===== config.mk =====
export PLATFORM = sky130hd
export DESIGN_NAME = noise_gen_sequencer
export DESIGN_NICKNAME = d
export VERILOG_FILES = /design/src/rtl/ber_noise_pkg.sv /design/src/rtl/prob_shadow_ram.sv /design/src/rtl/noise_gen_sequencer.sv
export SDC_FILE = /design/constraint.sdc
export NUM_CORES = 2
export LEC_CHECK = 0
export CAP_MARGIN = 25
export CORE_MARGIN = 2
export CORE_UTILIZATION = 55
export DETAILED_ROUTE_END_ITERATION = 6
export PLACE_DENSITY = 0.76
export SLEW_MARGIN = 15
export SYNTH_ARGS = -nofsm -noshare
export SYNTH_HDL_FRONTEND = slang
export SYNTH_HIERARCHICAL = 1
export SYNTH_SLANG_ARGS = --single-unit

===== constraint.sdc =====
create_clock -name clk -period 6.4 [get_ports clk]
set_input_delay 0.64 -clock clk [delete_from_list [all_inputs] [get_ports clk]]
set_output_delay 0.64 -clock clk [all_outputs]
set_load 0.02 [all_outputs]

===== src/rtl/ber_noise_pkg.sv =====
// Shared table geometry and sequencer state type for the BER noise source run controller.
package ber_noise_pkg;
    localparam int          NUM_ENTRIES   = 64;
    localparam int          PROB_W        = 64;
    localparam int          IDX_W         = $clog2(NUM_ENTRIES);
    localparam int          STEP_W        = $clog2(NUM_ENTRIES + 1);
    localparam logic [31:0] PROB_IDX_NONE = 32'hFFFF_FFFF;

    typedef enum logic [2:0] {
        S_IDLE,
        S_LOAD,
        S_SEED,
        S_RUN,
        S_DRAIN
    } seq_state_e;
endpackage


===== src/rtl/prob_shadow_ram.sv =====
// Host-writable shadow of the cumulative probability table: one write port,
// one read port with a single cycle of read latency.
module prob_shadow_ram
    import ber_noise_pkg::*;
(
    input  logic              clk,
    input  logic              rst,
    input  logic              wr_en,
    input  logic [IDX_W-1:0]  wr_addr,
    input  logic [PROB_W-1:0] wr_data,
    input  logic              rd_en,
    input  logic [IDX_W-1:0]  rd_addr,
    output logic [PROB_W-1:0] rd_data
);
    logic [PROB_W-1:0] mem [NUM_ENTRIES];

    // NOTE: the array itself is never reset so it can map onto block RAM; only the read register is cleared.
    always_ff @(posedge clk) begin
        if (wr_en) mem[wr_addr] <= wr_data;
    end

    always_ff @(posedge clk) begin
        if (rst)        rd_data <= '0;
        else if (rd_en) rd_data <= mem[rd_addr];
    end
endmodule


===== src/rtl/noise_gen_sequencer.sv =====
// Run controller for the BER noise generator: streams the shadow table and seeds into the
// held-in-reset generator, runs it for a programmed sample count, drains and reports done.
module noise_gen_sequencer
    import ber_noise_pkg::*;
#(
    parameter int CNT_W        = 48,
    parameter int SEED_HOLD    = 2,
    parameter int DRAIN_CYCLES = 3
) (
    input  logic              clk,
    input  logic              rst,
    input  logic              cfg_wr_en,
    input  logic [IDX_W-1:0]  cfg_wr_addr,
    input  logic [PROB_W-1:0] cfg_wr_data,
    output logic              cfg_wr_err,
    input  logic [63:0]       seed0,
    input  logic [63:0]       seed1,
    input  logic [63:0]       seed2,
    input  logic [CNT_W-1:0]  num_samples,
    input  logic              start,
    input  logic              abort,
    input  logic              sink_ready,
    output logic              gen_rstn,
    output logic              gen_en,
    output logic [31:0]       gen_prob_idx,
    output logic [PROB_W-1:0] gen_prob_data,
    output logic [63:0]       gen_seed0,
    output logic [63:0]       gen_seed1,
    output logic [63:0]       gen_seed2,
    output logic              busy,
    output logic              done,
    output logic              aborted,
    output logic              mono_err,
    output logic [CNT_W-1:0]  sample_count
);
    seq_state_e        state;
    logic [STEP_W-1:0] step;
    logic [CNT_W-1:0]  num_lat;
    logic [PROB_W-1:0] prev_data;
    logic              rd_en;
    logic              take;

    assign rd_en = (state == S_LOAD) && (step < STEP_W'(NUM_ENTRIES));
    // gen_en is a flop, so a sample is granted on the sink_ready seen at the preceding edge.
    assign take  = sink_ready && (sample_count < num_lat);

    // Table data is the RAM read register itself, which lines up with the registered index.
    prob_shadow_ram u_shadow (
        .clk     (clk),
        .rst     (rst),
        .wr_en   (cfg_wr_en && (state == S_IDLE)),
        .wr_addr (cfg_wr_addr),
        .wr_data (cfg_wr_data),
        .rd_en   (rd_en),
        .rd_addr (step[IDX_W-1:0]),
        .rd_data (gen_prob_data)
    );

    // NOTE: non-blocking assignments throughout, so every output is a flop updated from the same edge.
    always_ff @(posedge clk) begin
        if (rst) begin
            state        <= S_IDLE;
            step         <= '0;
            num_lat      <= '0;
            prev_data    <= '0;
            gen_rstn     <= 1'b0;
            gen_en       <= 1'b0;
            gen_prob_idx <= PROB_IDX_NONE;
            gen_seed0    <= '0;
            gen_seed1    <= '0;
            gen_seed2    <= '0;
            busy         <= 1'b0;
            done         <= 1'b0;
            aborted      <= 1'b0;
            mono_err     <= 1'b0;
            sample_count <= '0;
            cfg_wr_err   <= 1'b0;
        end else begin
            done       <= 1'b0;
            cfg_wr_err <= cfg_wr_en && (state != S_IDLE);
            case (state)
                S_IDLE: begin
                    gen_rstn <= 1'b0;
                    gen_en   <= 1'b0;
                    if (start) begin
                        state        <= S_LOAD;
                        busy         <= 1'b1;
                        step         <= '0;
                        num_lat      <= num_samples;
                        gen_seed0    <= seed0;
                        gen_seed1    <= seed1;
                        gen_seed2    <= seed2;
                        sample_count <= '0;
                        aborted      <= 1'b0;
                        mono_err     <= 1'b0;
                    end
                end
                S_LOAD: begin
                    if (abort) begin
                        state        <= S_IDLE;
                        busy         <= 1'b0;
                        done         <= 1'b1;
                        aborted      <= 1'b1;
                        gen_prob_idx <= PROB_IDX_NONE;
                    end else begin
                        // Entry step-1 is on the outputs now; compare it with the one before.
                        if (step >= STEP_W'(2) && gen_prob_data < prev_data) mono_err <= 1'b1;
                        prev_data <= gen_prob_data;
                        if (step == STEP_W'(NUM_ENTRIES)) begin
                            state        <= S_SEED;
                            step         <= '0;
                            gen_prob_idx <= PROB_IDX_NONE;
                        end else begin
                            step         <= step + STEP_W'(1);
                            gen_prob_idx <= 32'(step);
                        end
                    end
                end
                S_SEED: begin
                    if (abort) begin
                        state   <= S_IDLE;
                        busy    <= 1'b0;
                        done    <= 1'b1;
                        aborted <= 1'b1;
                    end else if (step == STEP_W'(SEED_HOLD - 1)) begin
                        state        <= S_RUN;
                        gen_rstn     <= 1'b1;
                        gen_en       <= take;
                        sample_count <= sample_count + CNT_W'(take);
                    end else begin
                        step <= step + STEP_W'(1);
                    end
                end
                S_RUN: begin
                    if (abort || sample_count == num_lat) begin
                        state  <= S_DRAIN;
                        step   <= '0;
                        gen_en <= 1'b0;
                        if (abort) aborted <= 1'b1;
                    end else begin
                        gen_en       <= take;
                        sample_count <= sample_count + CNT_W'(take);
                    end
                end
                S_DRAIN: begin
                    if (step == STEP_W'(DRAIN_CYCLES - 1)) begin
                        state    <= S_IDLE;
                        busy     <= 1'b0;
                        done     <= 1'b1;
                        gen_rstn <= 1'b0;
                    end else begin
                        step <= step + STEP_W'(1);
                    end
                end
                default: state <= S_IDLE;
            endcase
        end
    end
endmodule


==> results by group <==
Drt
  • Antenna viol nets, final: 0
  • Vias: slightly above 100k
  • Vias per std cell: 6.79
  • Drt first pass iters: 7
  • Initial drt markers: 16,100
  • Wire length per cell: between 30 and 40 µm
  • Wirelength, routed: 561,000 µm
  • DRC: 1

Clock network
  • Clock latency on the worst-skew pair: 1.01 ns
  • H-Tree Depth: 5
  • CTS max path bufs: 4
  • Cts bufs inserted: 437
  • Clk slew on worst S/H paths: 0.06 ns
  • CTS Hold Bufs: 0
  • Clock tree root driver cell: clkbuf_16
  • TritonCTS clock tree: built
  • Clock sink count: about 4,500
  • # resized after CTS: 0
  • # Post-CTS Setup Buffers: 0

Power and ir drop
  • Total power draw: 61.8 mW
  • Static leakage: 63.3 nW
  • VDD IR max: 0.000247 V
  • Power Density: a little over 300 nW/µm²

Hold path
  • HP Class: primary input to flip-flop
  • WHS Path Cells: 1
  • Hold EP: u_shadow/mem[61][39]$_DFFE_PP_
  • Hold path start: cfg_wr_data[39]

Synthesis
  • Ys flop type: edfxtp_1
  • Syn Nets: 10,100
  • Synth unique cells: 93
  • Synthesized cell area: roughly 180,000 µm²
  • Yosys warns: 6
  • Sequential fraction of the synthesis area: 0.746
  • Ys async rst share: 0
  • Post-synth EDFFs: 4,096
  • Mapped Cells: about 9,700
  • Avg Inst Size Synth: 18.3 µm²
  • Synth Register Bits: 4,537

Global routing
  • Grt total ovfl: 0
  • Number of global-route vias before repair: roughly 100k
  • Largest net degree at the start of global routing: 196
  • Total GRT Usage: 0.339
  • First-pass GRT wire length: 772,000 µm
  • Initial antenna violation count: 61

Floorplanning
  • I/O pins: 659
  • Die Width: 571 µm
  • Die ar.: 326,000 µm²
  • Initial core utilization: 0.551
  • # rows: 208
  • Die Ht: 571 µm
  • Placeable Area: 320,000 µm²

Timing
  • Fmax: 0.225 GHz
  • RSZ-0062 raised after global routing: false
  • Post-Route Skew: 0.0613 ns
  • Final setup vio count: 0
  • Tightest Pin Transition: between 1 and 1.5 ns
  • Tcrit/Tclk final: 0.696
  • Setup WS post-layout: 1.95 ns
  • Final Hold Vio Count: 0
  • Sum Neg Setup Slack: 0 ns
  • Max-slew violations: 0
  • Crit path time final: 4.45 ns
  • Slew HR: 0.177
  • Worst Hold Margin: roughly 0.011 ns

Layout
  • Area growth syn-to-layout: 15.9%
  • Commonest cells after routing, fill and taps aside: edfxtp_1, nand2_1, mux4_2, mux2i_1, clkdlybuf4s50_1
  • NumNets Final: 10,900
  • Filler instances: 21,100
  • Layout cells sized above 1: 0.192
  • Fin util: 0.639
  • Commonest non-fill, non-tap cell in the layout: edfxtp_1

Place
  • Number of port buffers: 658
  • Gpl congestion: 0.943
  • DP Wirelength: 324,000 µm
  • Setup WS pre-CTS: 1.91 ns

Worst setup path
  • Setup slack, reg-to-reg: 1.95 ns
  • Worst Setup End Kind: flip-flop
  • CP peak stage delay: roughly 0.84 ns
  • R2R depth: 14
  • CP arrival: around 5.3 ns
  • Crit Path Category: flip-flop to flip-flop
  • Type of element launching the critical path: flip-flop
  • R2R Path Start: sample_count[19]$_SDFFE_PP0P_
  • Critical Path RT: 7.21 ns
  • Slowest stage cell, crit path: o211a_1
  • Critical R2R Capture: sample_count[37]$_SDFFE_PP0P_
  • Maximum fanout along the worst path: 22
  • Cell breakdown of the critical path: ha_1 -> a211oi_1 -> o21ai_0 -> o41ai_1 -> a31oi_1 -> a2111oi_0 -> a21boi_0 -> ha_1 -> nand2_1 -> nor2_1 -> o211a_1 -> nor4b_4 -> xnor2_1 -> nor2_1

Flow run
  • Max-cap violation count: 0

Status
  • Failing checks: design-rule violations
  • Status: finished, violations left
## cell families after synthesis
family	count (synthesis)	share of synthesized area
AND/OR/NAND/NOR	1371	0.0355
AO/OA/AOI/OAI	1402	0.0551
multiplexers	1475	0.133
XOR/XNOR	39	0.00193
buffers and inverters	724	0.0193
flip-flops	4537	0.746
adder cells (fa/ha/maj)	116	0.00822
## worst max-delay path: cells and delay by family, from the launching register on
family | cells | cell delay, ns
compound gates | 7 | 2.58
xor+xnor | 1 | 0.15
fa+ha+maj | 2 | 0.53
flops | 1 | 0.42
simple gates | 4 | 0.61
## how the worst max path moves through the flow
stage	start	end	slack, ns	cells past startpoint
finish	sample_count[19]$_SDFFE_PP0P_	sample_count[37]$_SDFFE_PP0P_	1.95	14
global route	sample_count[19]$_SDFFE_PP0P_	sample_count[37]$_SDFFE_PP0P_	1.71	14
CTS	sample_count[19]$_SDFFE_PP0P_	sample_count[37]$_SDFFE_PP0P_	1.88	14
detailed placement	sample_count[19]$_SDFFE_PP0P_	sample_count[37]$_SDFFE_PP0P_	1.91	14
global placement	sample_count[19]$_SDFFE_PP0P_	sample_count[37]$_SDFFE_PP0P_	1.88	14
floorplan	state[2]$_SDFFE_PP0P_	u_shadow/mem[44][0]$_DFFE_PP_	-0.15	7
## per-stage QoR
stage | cell area (µm²) | cells
after floorplan | 177000 | 9664
after global placement | 189000 | 14300
after detailed placement | 189000 | 14300
after CTS | 204000 | 15100
after global routing | 205000 | 15200
final | 205000 | 15200
## Yosys cell counts, types with 51 or more instances
master,n,share of area
a221oi_1,69,0.0034
nand2_1,831,0.018
mux4_2,676,0.086
nor3b_1,66,0.0028
inv_1,125,0.0027
edfxtp_1,4096,0.70
nor3_1,51,0.0014
buf_2,164,0.0046
a22oi_1,94,0.0040
o22ai_1,70,0.0025
dfxtp_1,441,0.050
clkbuf_1,295,0.0063
o22a_1,64,0.0032
a21oi_1,499,0.014
mux2i_1,617,0.035
a211oi_1,58,0.0025
buf_4,84,0.0036
o221ai_1,157,0.0078
a2111oi_0,60,0.0030
o21ai_0,118,0.0033
nor2_1,163,0.0035
ha_1,116,0.0082
mux2_2,136,0.0087
## flip-flops by register name (all words and copies together), names as in the netlist, 3 cells and up
register,flops
state,3
prev_data,64
gen_prob_idx,8
u_shadow/mem,4096
gen_seed0,64
gen_seed2,64
step,7
u_shadow/rd_data,64
num_lat,48
gen_seed1,64
sample_count,48
## where the power goes
group / internal [mW] / switching (mW) / total (mW)
logic: 1.13 / 2.02 / 3.15
clock network: 14.7 / 11.3 / 26.0
registers: 32.5 / 0.206 / 32.7
total: 48.3 / 13.5 / 61.8
## layout make-up
cell class | instances | area, µm² | share of cell area
inverter | 126 | 475 | 0.00232
clock buffer | 564 | 11900 | 0.0580
sequential | 4537 | 132000 | 0.644
tap | 4305 | 5390 | 0.0263
timing repair buffer | 981 | 10500 | 0.0512
clock inverter | 253 | 2530 | 0.0124
multi-input combinational | 4403 | 42000 | 0.205
antenna | 41 | 103 | 0.000501
## metal layers
| layer | global-route usage | part of all wire | up-vias |
|---|---|---|---|
| li1 | - | - | 40600 |
| met1 | 0.440 | 0.34 | 52700 |
| met2 | 0.518 | 0.46 | 8337 |
| met3 | 0.106 | 0.14 | 1661 |
| met4 | 0.174 | 0.061 | 46 |
| met5 | 0 | 0.00054 | - |
(Power assumes the default switching activity.)
